<file path="src/rtl/enemy_datapath.sv">
// ---------------------------------------------------------------------------
// enemy_datapath
//   Holds position and direction state for N_ENEMY square enemy sprites and
//   streams their pixels, one per enabled cycle, to the VGA plot mux. The game
//   control FSM moves every enemy with load_coord, walks the pixel sweep with
//   enemy_datapath_en and picks draw/erase with enemy_op. touch_edge reports
//   which enemies overlap the player sprite.
//
// Ports
//   clk                in   1        system clock
//   reset              in   1        synchronous, active-high reset
//   load_coord         in   1        step every enemy one move, restart sweep
//   enemy_datapath_en  in   1        advance the pixel sweep this cycle
//   enemy_op           in   2        00 = draw in COLOUR, others = erase (black)
//   self_x             in   8        player sprite top-left x
//   self_y             in   7        player sprite top-left y
//   x_out              out  8        pixel x
//   y_out              out  7        pixel y
//   colour_out         out  3        pixel colour
//   pix_valid          out  1        x/y/colour carry a new pixel this cycle
//   touch_edge         out  N_ENEMY  bit i = enemy i overlaps player sprite
//   sweep_done         out  1        pulse alongside the last pixel of a sweep
//
// Pixel stream: a pixel is produced one cycle after a cycle with
// enemy_datapath_en=1 and load_coord=0. pix_valid marks that cycle; there is
// no back-pressure, the consumer must take every valid pixel. Between valid
// pixels x/y/colour hold their last value.
// ---------------------------------------------------------------------------
module enemy_datapath #(
    parameter int         N_ENEMY = 10,
    parameter int         SPRITE  = 5,
    parameter int         X_MAX   = 160,
    parameter int         Y_MAX   = 120,
    parameter logic [2:0] COLOUR  = 3'b100
) (
    input  logic               clk,
    input  logic               reset,
    input  logic               load_coord,
    input  logic               enemy_datapath_en,
    input  logic [1:0]         enemy_op,
    input  logic [7:0]         self_x,
    input  logic [6:0]         self_y,
    output logic [7:0]         x_out,
    output logic [6:0]         y_out,
    output logic [2:0]         colour_out,
    output logic               pix_valid,
    output logic [N_ENEMY-1:0] touch_edge,
    output logic               sweep_done
);

    localparam int IDX_W = (N_ENEMY > 1) ? $clog2(N_ENEMY) : 1;
    localparam int PIX_W = (SPRITE > 1) ? $clog2(SPRITE) : 1;

    localparam logic [7:0]       X_LIM    = 8'(X_MAX - SPRITE);
    localparam logic [6:0]       Y_LIM    = 7'(Y_MAX - SPRITE);
    localparam logic [IDX_W-1:0] IDX_LAST = IDX_W'(N_ENEMY - 1);
    localparam logic [PIX_W-1:0] PIX_LAST = PIX_W'(SPRITE - 1);
    localparam logic signed [8:0] SPR_S   = 9'(SPRITE);

    // Enemy state. dxn/dyn = 1 means the enemy moves towards 0 on that axis.
    logic [7:0] ex_q  [N_ENEMY];
    logic [7:0] ex_d  [N_ENEMY];
    logic [6:0] ey_q  [N_ENEMY];
    logic [6:0] ey_d  [N_ENEMY];
    logic [N_ENEMY-1:0] dxn_q, dxn_d;
    logic [N_ENEMY-1:0] dyn_q, dyn_d;

    // Sweep counters.
    logic [IDX_W-1:0] idx_q, idx_d;
    logic [PIX_W-1:0] row_q, row_d;
    logic [PIX_W-1:0] col_q, col_d;

    // Output registers.
    logic [7:0]         x_q, x_d;
    logic [6:0]         y_q, y_d;
    logic [2:0]         colour_q, colour_d;
    logic               valid_q, valid_d;
    logic               done_q, done_d;
    logic [N_ENEMY-1:0] touch_q, touch_d;

    logic pix_fire;
    logic last_pix;

    // Overlap test on one axis. Operands are zero-extended to 9 bits and the
    // difference is treated as signed so no wrap-around can fake a hit.
    function automatic logic near(input logic [7:0] a, input logic [7:0] b);
        logic signed [8:0] diff;
        diff = $signed({1'b0, a}) - $signed({1'b0, b});
        return (diff < SPR_S) && (diff > -SPR_S);
    endfunction

    // Movement: each axis bounces off its edge by reversing and stepping
    // back inward in the same move, so an enemy never sits outside the legal
    // range for even one cycle.
    always_comb begin
        for (int i = 0; i < N_ENEMY; i++) begin
            ex_d[i]  = ex_q[i];
            ey_d[i]  = ey_q[i];
            dxn_d[i] = dxn_q[i];
            dyn_d[i] = dyn_q[i];
            if (load_coord) begin
                if (!dxn_q[i] && ex_q[i] == X_LIM) begin
                    dxn_d[i] = 1'b1;
                    ex_d[i]  = ex_q[i] - 8'd1;
                end else if (dxn_q[i] && ex_q[i] == 8'd0) begin
                    dxn_d[i] = 1'b0;
                    ex_d[i]  = 8'd1;
                end else if (dxn_q[i]) begin
                    ex_d[i]  = ex_q[i] - 8'd1;
                end else begin
                    ex_d[i]  = ex_q[i] + 8'd1;
                end

                if (!dyn_q[i] && ey_q[i] == Y_LIM) begin
                    dyn_d[i] = 1'b1;
                    ey_d[i]  = ey_q[i] - 7'd1;
                end else if (dyn_q[i] && ey_q[i] == 7'd0) begin
                    dyn_d[i] = 1'b0;
                    ey_d[i]  = 7'd1;
                end else if (dyn_q[i]) begin
                    ey_d[i]  = ey_q[i] - 7'd1;
                end else begin
                    ey_d[i]  = ey_q[i] + 7'd1;
                end
            end
        end
    end

    // Sweep counters: col is the fastest digit, idx the slowest. A move
    // restarts the sweep so the next draw starts at enemy 0's top-left.
    always_comb begin
        col_d = col_q;
        row_d = row_q;
        idx_d = idx_q;
        if (load_coord) begin
            col_d = '0;
            row_d = '0;
            idx_d = '0;
        end else if (enemy_datapath_en) begin
            if (col_q == PIX_LAST) begin
                col_d = '0;
                if (row_q == PIX_LAST) begin
                    row_d = '0;
                    idx_d = (idx_q == IDX_LAST) ? '0 : idx_q + IDX_W'(1);
                end else begin
                    row_d = row_q + PIX_W'(1);
                end
            end else begin
                col_d = col_q + PIX_W'(1);
            end
        end
    end

    assign pix_fire = enemy_datapath_en && !load_coord;
    assign last_pix = (idx_q == IDX_LAST) && (row_q == PIX_LAST) && (col_q == PIX_LAST);

    // Pixel outputs and collision flags.
    always_comb begin
        x_d      = x_q;
        y_d      = y_q;
        colour_d = colour_q;
        valid_d  = pix_fire;
        done_d   = pix_fire && last_pix;
        if (pix_fire) begin
            x_d      = ex_q[idx_q] + 8'(col_q);
            y_d      = ey_q[idx_q] + 7'(row_q);
            colour_d = (enemy_op == 2'b00) ? COLOUR : 3'b000;
        end
        for (int i = 0; i < N_ENEMY; i++) begin
            touch_d[i] = near(ex_q[i], self_x) && near({1'b0, ey_q[i]}, {1'b0, self_y});
        end
    end

    always_ff @(posedge clk) begin
        if (reset) begin
            for (int i = 0; i < N_ENEMY; i++) begin
                ex_q[i]  <= 8'(8 + 15 * i);
                ey_q[i]  <= 7'(10 + 8 * i);
                dxn_q[i] <= 1'(i % 2);
                dyn_q[i] <= 1'(i % 2);
            end
            idx_q    <= '0;
            row_q    <= '0;
            col_q    <= '0;
            x_q      <= '0;
            y_q      <= '0;
            colour_q <= '0;
            valid_q  <= 1'b0;
            done_q   <= 1'b0;
            touch_q  <= '0;
        end else begin
            for (int i = 0; i < N_ENEMY; i++) begin
                ex_q[i] <= ex_d[i];
                ey_q[i] <= ey_d[i];
            end
            dxn_q    <= dxn_d;
            dyn_q    <= dyn_d;
            idx_q    <= idx_d;
            row_q    <= row_d;
            col_q    <= col_d;
            x_q      <= x_d;
            y_q      <= y_d;
            colour_q <= colour_d;
            valid_q  <= valid_d;
            done_q   <= done_d;
            touch_q  <= touch_d;
        end
    end

    assign x_out      = x_q;
    assign y_out      = y_q;
    assign colour_out = colour_q;
    assign pix_valid  = valid_q;
    assign sweep_done = done_q;
    assign touch_edge = touch_q;

endmodule

</file>
<file path="config.mk">
export PLATFORM = sky130hd
export DESIGN_NAME = enemy_datapath
export DESIGN_NICKNAME = d
export VERILOG_FILES = /design/src/rtl/enemy_datapath.sv
export SDC_FILE = /design/constraint.sdc
export NUM_CORES = 1
export LEC_CHECK = 0
export BUFFER_PORTS_ARGS = -buffer_cell sky130_fd_sc_hd__buf_2
export CORE_ASPECT_RATIO = 0.5
export CORE_MARGIN = 2
export CORE_UTILIZATION = 40
export CTS_BUF_LIST = sky130_fd_sc_hd__clkbuf_4 sky130_fd_sc_hd__clkbuf_8
export DETAILED_ROUTE_END_ITERATION = 8
export GPL_ROUTABILITY_DRIVEN = 0
export PLACE_DENSITY_LB_ADDON = 0.15
export SLEW_MARGIN = 20
export SYNTH_ARGS = -nofsm -noshare
export SYNTH_HDL_FRONTEND = slang
export SYNTH_SLANG_ARGS = --single-unit
</file>
<file path="constraint.sdc">
create_clock -name clk -period 3.7 [get_ports clk]
set_input_delay 0.555 -clock clk [delete_from_list [all_inputs] [get_ports clk]]
set_output_delay 0.555 -clock clk [all_outputs]
set_load 0.02 [all_outputs]
</file>
==> summary.txt, run 1 <==
Placement
  • Placed cell area: ~22000 um2
  • Port bufs: 48
  • Hpwl dp: about 48 mm

Setup path
  • WP data required: between 4 and 5 ns
  • CP Capture Type: flip-flop
  • Startpoint Class: flip-flop
  • CP Max Fanout: 14
  • Worst r2r dst: y_out[5]
  • Critical path class: flip-flop to flip-flop
  • CP Data Arrival Time: approximately 3.7 ns
  • Reg2reg setup slack: approximately 0.48 ns
  • FF-to-FF path depth: 11

Layout
  • Layout Area Growth over Synthesis: 8.763%
  • Share of layout cells above drive strength 1: 9.532%
  • Final net count: ~3000
  • Final instance area: roughly 23000 um2

Floorplanning
  • Ports: roughly 50
  • Initial core utilization: between 40% and 50%
  • CORE AREA: approximately 52000 um2
  • Height of the die: 166.7 um
  • Row Count: 59
  • Chip Width: 329.4 um
  • Area of the die: 54900 um2

Timing
  • Setup violators final: 0
  • FMAX: just over 300 MHz
  • Skew final: 0.04470 ns
  • Max-slew violations: 0
  • Final Cycle Share: about 87%
  • Setup_tns: 0 ns
  • RSZ-0062 raised after global routing: false
  • Worst Tran Pin Value: about 0.82 ns
  • Post-route minimum period: around 3.2 ns
  • Final Hold Viols: 0
  • Slew HR: a little under half

Routing
  • Final routed DRC violation total: 0
  • DR WL/cell: between 15 and 20 um
  • Routed via count: 20627
  • Post-DRT Antenna Nets: 0
  • Vias/cell: ~6
  • Total Wirelength: 68.12 mm
  • First drt pass iteration count: 5
  • First DRT Iteration DRCs: around 1700

Synthesis
  • Async SR Flop Fraction: 0%
  • Yosys reg bits: 212
  • Synth Flop Type: dfxtp_1
  • Yosys cell types: 99
  • Post-Syn Instances: around 2800
  • Synthesized area per cell: about 7.7 um2
  • Sequential share of the synthesized area: 20.04%
  • EDFF count, synth: 0
  • Synth Warn #: 0
  • Mapped cell area: around 21000 um2

Hold path
  • Hold_sp: enemy_op[0]
  • Hold depth: 4
  • Hold EP: colour_out[2]
  • Hold Crit Class: primary input to flip-flop

Clocking
  • CTS Sinks: 212
  • Clock-pin slew on the worst setup and hold paths: ~0.06 ns
  • Num CTS Buffers: ~40
  • Insertion delay to the later sink of the worst-skew pair: around 0.64 ns
  • Clock tree buffer depth: 3
  • CTS root buf: clkbuf_8
  • H-tree depth: 2
  • Post-CTS Repair Setup Buffers: 0
  • CTS tree: yes
  • Post-CTS Hold Buffers: 0
  • Post_cts resized: 0

Global route
  • Congestion Overflow GR: 0
  • First-pass GRT wire length: roughly 110 mm
  • Vias in the first global route: 18994
  • Initial antenna violation count: 1
  • Total track usage: about a quarter
  • Pin count of the biggest net entering global routing: 121

Pwr
  • Power per cell area: about 310 nW/um2
  • VDD IR-drop max: 0.1811 mV
  • Leakage: a little over 9 nW

Status
  • Status: completed

Job
  • Max Cap Viol: 0
[how the worst max path moves through the flow]
stage,from,to,depth (start not counted)
after floorplan,self_x[1],touch_edge[6],8
after global placement,self_x[2],touch_edge[6],11
after detailed placement,self_x[2],touch_edge[6],11
after CTS,flip-flop,y_out[5],11
after global routing,flip-flop,y_out[5],11
final,flip-flop,y_out[5],11
[final cells by class]
type                            count  area [um2]
Antenna cell                        1       2.502
Inverter                          148       555.5
Timing Repair Buffer               97       663.1
Tap cell                          701       877.1
Multi-Input combinational cell   2251       15800
Sequential cell                   212        4247
Fill cell                        5302       29090
Clock inverter                      1       7.507
Clock buffer                       71       877.1
[placed cells by master (no fill, tap or decap), types with 46 or more instances in the layout]
cell type,instances
nand2_1,192
ha_1,210
nor2b_1,48
xor2_1,66
buf_4,47
inv_1,146
a21oi_1,211
nor2_1,267
buf_2,46
o31ai_1,54
nand3_1,78
o21a_1,50
o21ai_0,213
clkbuf_8,55
nor3_1,74
xnor2_1,86
dfxtp_1,210
[critical path, cell delays in order (launching register included)]
cell and delay (ns):
dfxtp_2 0.66, buf_4 0.33, mux4_2 0.32, mux2_2 0.27, o21ai_0 0.36, inv_1 0.11, ha_1 0.29, a21o_1 0.18
a21oi_1 0.20, nand3b_1 0.15, xor2_1 0.16, a21oi_1 0.08
[per-stage QoR]
step                cells  hold slack [ns]  setup WS, ns  utilization, %  power, mW
finish               3482           0.2381        0.4824           44.19      7.025
floorplan            2752           0.4697        0.6288               -      3.914
detailed placement   3409           0.4449        0.3073           42.49      4.388
CTS                  3481           0.2017        0.4548           44.18      7.089
global route         3481           0.2800        0.1854           44.18      7.437
global placement     3409           0.4401        0.3298           42.49      4.373
[flip-flops by register name, summed over array words and instances (netlist names), 4 cells and up, named ones only]
register and count:
dxn_q 10, dyn_q 10, ex_q 80, ey_q 70
idx_q 4, touch_edge 10, x_out 8, y_out 7
[where the power goes]
group          internal, mW  switching (mW)  leakage (nW)
registers              2.37           0.226          1.73
clock network          1.47            1.18         0.469
logic                 0.758            1.01          6.90
total                  4.60            2.42          9.10
[metal layers]
metal  wire length (um)  track usage (%)  vias to the layer above
li1                   -                -                    10161
met1              33550            36.11                     9710
met2              28540            36.84                      651
met3               4614            3.824                      105
met4               1418            6.107                        0
met5                  0                0                        -
[cell usage after synthesis, types with 7 or more instances]
library cell | number | area share, %
a21o_1 | 35 | 1.2
o211ai_1 | 29 | 1.0
o21a_1 | 50 | 1.8
mux2i_1 | 19 | 0.90
a31oi_1 | 32 | 0.95
a211oi_1 | 44 | 1.6
a21oi_1 | 211 | 5.0
and2_1 | 9 | 0.27
o2bb2ai_1 | 7 | 0.29
or3_1 | 19 | 0.56
o31ai_1 | 54 | 1.9
o22ai_1 | 19 | 0.56
ha_1 | 210 | 12
nor4_1 | 30 | 0.89
a2bb2oi_1 | 8 | 0.33
nand3b_1 | 18 | 0.64
o221ai_1 | 13 | 0.54
or4_1 | 19 | 0.67
dfxtp_1 | 212 | 20
o21ai_0 | 213 | 5.0
buf_1 | 7 | 0.12
clkbuf_1 | 104 | 1.8
o21bai_1 | 23 | 0.82
o311ai_0 | 7 | 0.29
xor2_1 | 66 | 2.7
o31a_1 | 14 | 0.58
nand2_1 | 193 | 3.4
nand2b_1 | 45 | 1.3
nor2_1 | 269 | 4.8
nand4b_1 | 12 | 0.50
inv_1 | 146 | 2.6
buf_2 | 22 | 0.52
or2_2 | 19 | 0.56
and3_1 | 31 | 0.92
nand4_1 | 29 | 0.86
a41oi_1 | 9 | 0.37
nor2b_1 | 49 | 1.4
a22o_1 | 10 | 0.41
nand3_1 | 78 | 1.8
fa_1 | 22 | 2.1
mux4_2 | 30 | 3.2
nor3_1 | 74 | 1.7
xnor2_1 | 86 | 3.6
mux2_2 | 7 | 0.37
a22oi_1 | 24 | 0.85
[cell families (layout without fill, tap and decap cells)]
logic type / after synthesis / after routing / synth area share (%)
other: 1 / 3 / 0.01771
XOR/XNOR: 152 / 152 / 6.287
flip-flops: 212 / 212 / 20.04
adder cells (fa/ha/maj): 232 / 232 / 14.49
AND/OR/NAND/NOR: 942 / 942 / 22.68
multiplexers: 56 / 56 / 4.461
buffers and inverters: 289 / 317 / 5.448
AO/OA/AOI/OAI: 867 / 867 / 26.57
Power figures use the tool's default switching activity.
==> inputs of run 2 (changes only) <==
- clock period: 3.7 -> 3.5 ns (I/O delays scaled with it)
==> run 2 against run 1 <==
  * Non-clock buffer count is 15 higher
  * Total power is 4.0% higher
  * Global-route usage is 0.46 points lower
  * Fmax is 3.3% higher
  * Via count is 0.89% lower
  * Wire length is 1.4% lower
  * Clock-buffer cell count is 9 lower
  * Largest cell class unchanged
  * Largest power group is now sequential cells
==> summary.txt, run 2 (synthesis gave the netlist of run 1 again) <==
Status
  • Status: completed (unchanged)

Layout
  • Top flop regs: ex_q (80), ey_q (70) (unchanged)
  • Most flop-heavy register: ex_q (unchanged)
  • Fill count: 5352 (was 5302)
  • Antenna diode count: 0 (was 1)
  • Multi-input logic area: 15800 um2 (unchanged)
  • Share of layout cells above drive strength 1: 9.986% (was 9.532%)
  • Most frequent cells in the layout: 267 x nor2_1, 213 x o21ai_0, 211 x a21oi_1 (unchanged)
  • Most common cell after layout, fill and taps aside: nor2_1 (unchanged)
  • Final net count: 3018 (was 3004)
  • Number of flip-flops in the largest register: 80 (unchanged)
  • Sequential standard cell area: 4247 um2 (unchanged)
  • Layout Area Growth over Synthesis: 9.254% (was 8.763%)

Pwr
  • Leakage: 9.171 nW (was 9.102 nW)
  • Power per cell area: 315.9 nW/um2 (was 305.0 nW/um2)
  • VDD IR-drop max: 0.1934 mV (was 0.1811 mV)
  • Pwr Total: 7.309 mW (was 7.025 mW)

Setup path
  • FF-to-FF path depth: 11 (unchanged)
  • WP data required: 3.98 ns (was 4.21 ns)
  • Worst r2r dst: y_out[5] (unchanged)
  • Reg2reg setup slack: 0.39 ns (was 0.48 ns)
  • Critical path class: flip-flop to flip-flop (unchanged)
  • Startpoint Class: flip-flop (unchanged)
  • CP Max Fanout: 14 (unchanged)
  • CP Data Arrival Time: 3.60 ns (was 3.73 ns)
  • CP Capture Type: flip-flop (unchanged)

Clocking
  • Post-CTS Repair Setup Buffers: 0 (unchanged)
  • H-tree depth: 2 (unchanged)
  • Clock-pin slew on the worst setup and hold paths: 0.07 ns (was 0.06 ns)
  • Clock tree buffer depth: 3 (unchanged)
  • Num CTS Buffers: 40 (was 41)
  • Insertion delay to the later sink of the worst-skew pair: 0.60 ns (was 0.64 ns)
  • CTS Sinks: 212 (unchanged)
  • Post-CTS Hold Buffers: 0 (unchanged)
  • CTS tree: yes (unchanged)
  • CTS root buf: clkbuf_8 (unchanged)
  • Post_cts resized: 0 (unchanged)

Hold path
  • Hold Crit Class: primary input to flip-flop (unchanged)
  • Hold_sp: enemy_op[0] (unchanged)
  • Hold EP: colour_out[2] (unchanged)
  • Hold depth: 4 (unchanged)

Placement
  • Hpwl dp: 48.52 mm (was 47.99 mm)
  • Port bufs: 48 (unchanged)

Timing
  • Worst Tran Pin Value: 0.8993 ns (was 0.8164 ns)
  • Slew HR: 39.53% (was 45.12%)
  • Post-route minimum period: 3.115 ns (was 3.218 ns)
  • FMAX: 321.1 MHz (was 310.8 MHz)
  • RSZ-0062 raised after global routing: false (unchanged)
  • Setup violators final: 0 (unchanged)
  • Final Cycle Share: 88.99% (was 86.96%)
  • Max-slew violations: 0 (unchanged)
  • Setup_tns: 0 ns (unchanged)
  • Final Hold Viols: 0 (unchanged)
  • Skew final: 0.03143 ns (was 0.04470 ns)

Routing
  • First drt pass iteration count: 5 (unchanged)
  • Routed via count: 20444 (was 20627)
  • Total Wirelength: 67.17 mm (was 68.12 mm)
  • Post-DRT Antenna Nets: 0 (unchanged)
  • Final routed DRC violation total: 0 (unchanged)
  • First DRT Iteration DRCs: 1938 (was 1747)
  • DR WL/cell: 19.22 um (was 19.56 um)
  • Vias/cell: 5.849 (was 5.924)

Floorplanning
  • Area of the die: 54900 um2 (unchanged)
  • Row Count: 59 (unchanged)
  • Initial core utilization: 40.63% (unchanged)
  • CORE AREA: 52120 um2 (unchanged)
  • Chip Width: 329.4 um (unchanged)
  • Height of the die: 166.7 um (unchanged)
  • Ports: 51 (unchanged)

Global route
  • Total track usage: 24.00% (was 24.46%)
  • Congestion Overflow GR: 0 (unchanged)
  • First-pass GRT wire length: 105.7 mm (was 107.2 mm)
  • Initial antenna violation count: 0 (was 1)
  • Vias in the first global route: 18680 (was 18994)
  • Pin count of the biggest net entering global routing: 89 (was 121)

Job
  • Max Cap Viol: 0 (unchanged)
-- run 2: cell count changes in the layout (fill, tap and decap cells not counted), sizes merged --
cell	previous run	this run
buf	97	112
bufinv	0	1
clkbuf	71	62
clkinv	0	6
clkinvlp	1	2
diode	1	0
-- run 2: metrics by stage --
stage               cell area (um2)  util (%)  setup WS (ns)  hold slack [ns]  cells
global route                  23130     44.39         0.2177           0.2776   3495
floorplan                     21180         -         0.4588           0.4697   2752
CTS                           23130     44.39         0.3723           0.2291   3495
global placement              22290     42.77         0.2127           0.4345   3424
detailed placement            22290     42.77         0.2103           0.4437   3424
finish                        23130     44.39         0.3852           0.2648   3495
-- run 2: report_power, final --
group | internal (mW) | total, mW | switching, mW
Sequential | 2.51 | 2.72 | 0.210
Clock | 1.47 | 2.69 | 1.22
Combinational | 0.815 | 1.91 | 1.09
Total | 4.79 | 7.31 | 2.52
-- run 2: per-layer routing --
layer	global-route usage, %	vias to the layer above	part of all wire [%]
li1	-	10169	-
met1	35.46	9684	50
met2	36.95	512	43
met3	3.300	79	5.3
met4	4.960	0	1.8
met5	0	-	0
-- run 2: how the worst max path moves through the flow --
stage	to	slack, ns	cells past startpoint
4_1_cts	x_out[7]	0.37	12
6_report	y_out[5]	0.39	11
3_5_place_dp	touch_edge[1]	0.21	12
3_3_place_gp	touch_edge[7]	0.21	12
2_1_floorplan	touch_edge[6]	0.46	8
5_1_grt	x_out[7]	0.22	12
-- run 2: layout make-up --
type | count | area share, %
repair buffers | 112 | 3.516
well taps | 701 | 3.791
clock inverters | 9 | 0.3245
flip-flops and latches | 212 | 18.36
clock buffers | 62 | 3.310
multi-input cells | 2251 | 68.30
inverters | 148 | 2.401
-- run 2: worst max-delay path, stage by stage, from the launching register on --
cell and delay (ns):
dfxtp_2 0.50, buf_4 0.31, mux4_2 0.35, mux2_2 0.27, o21ai_0 0.43, inv_1 0.10
ha_1 0.29, a21o_1 0.17, a21oi_1 0.19, nand3b_1 0.16, xor2_1 0.16, a21oi_1 0.08
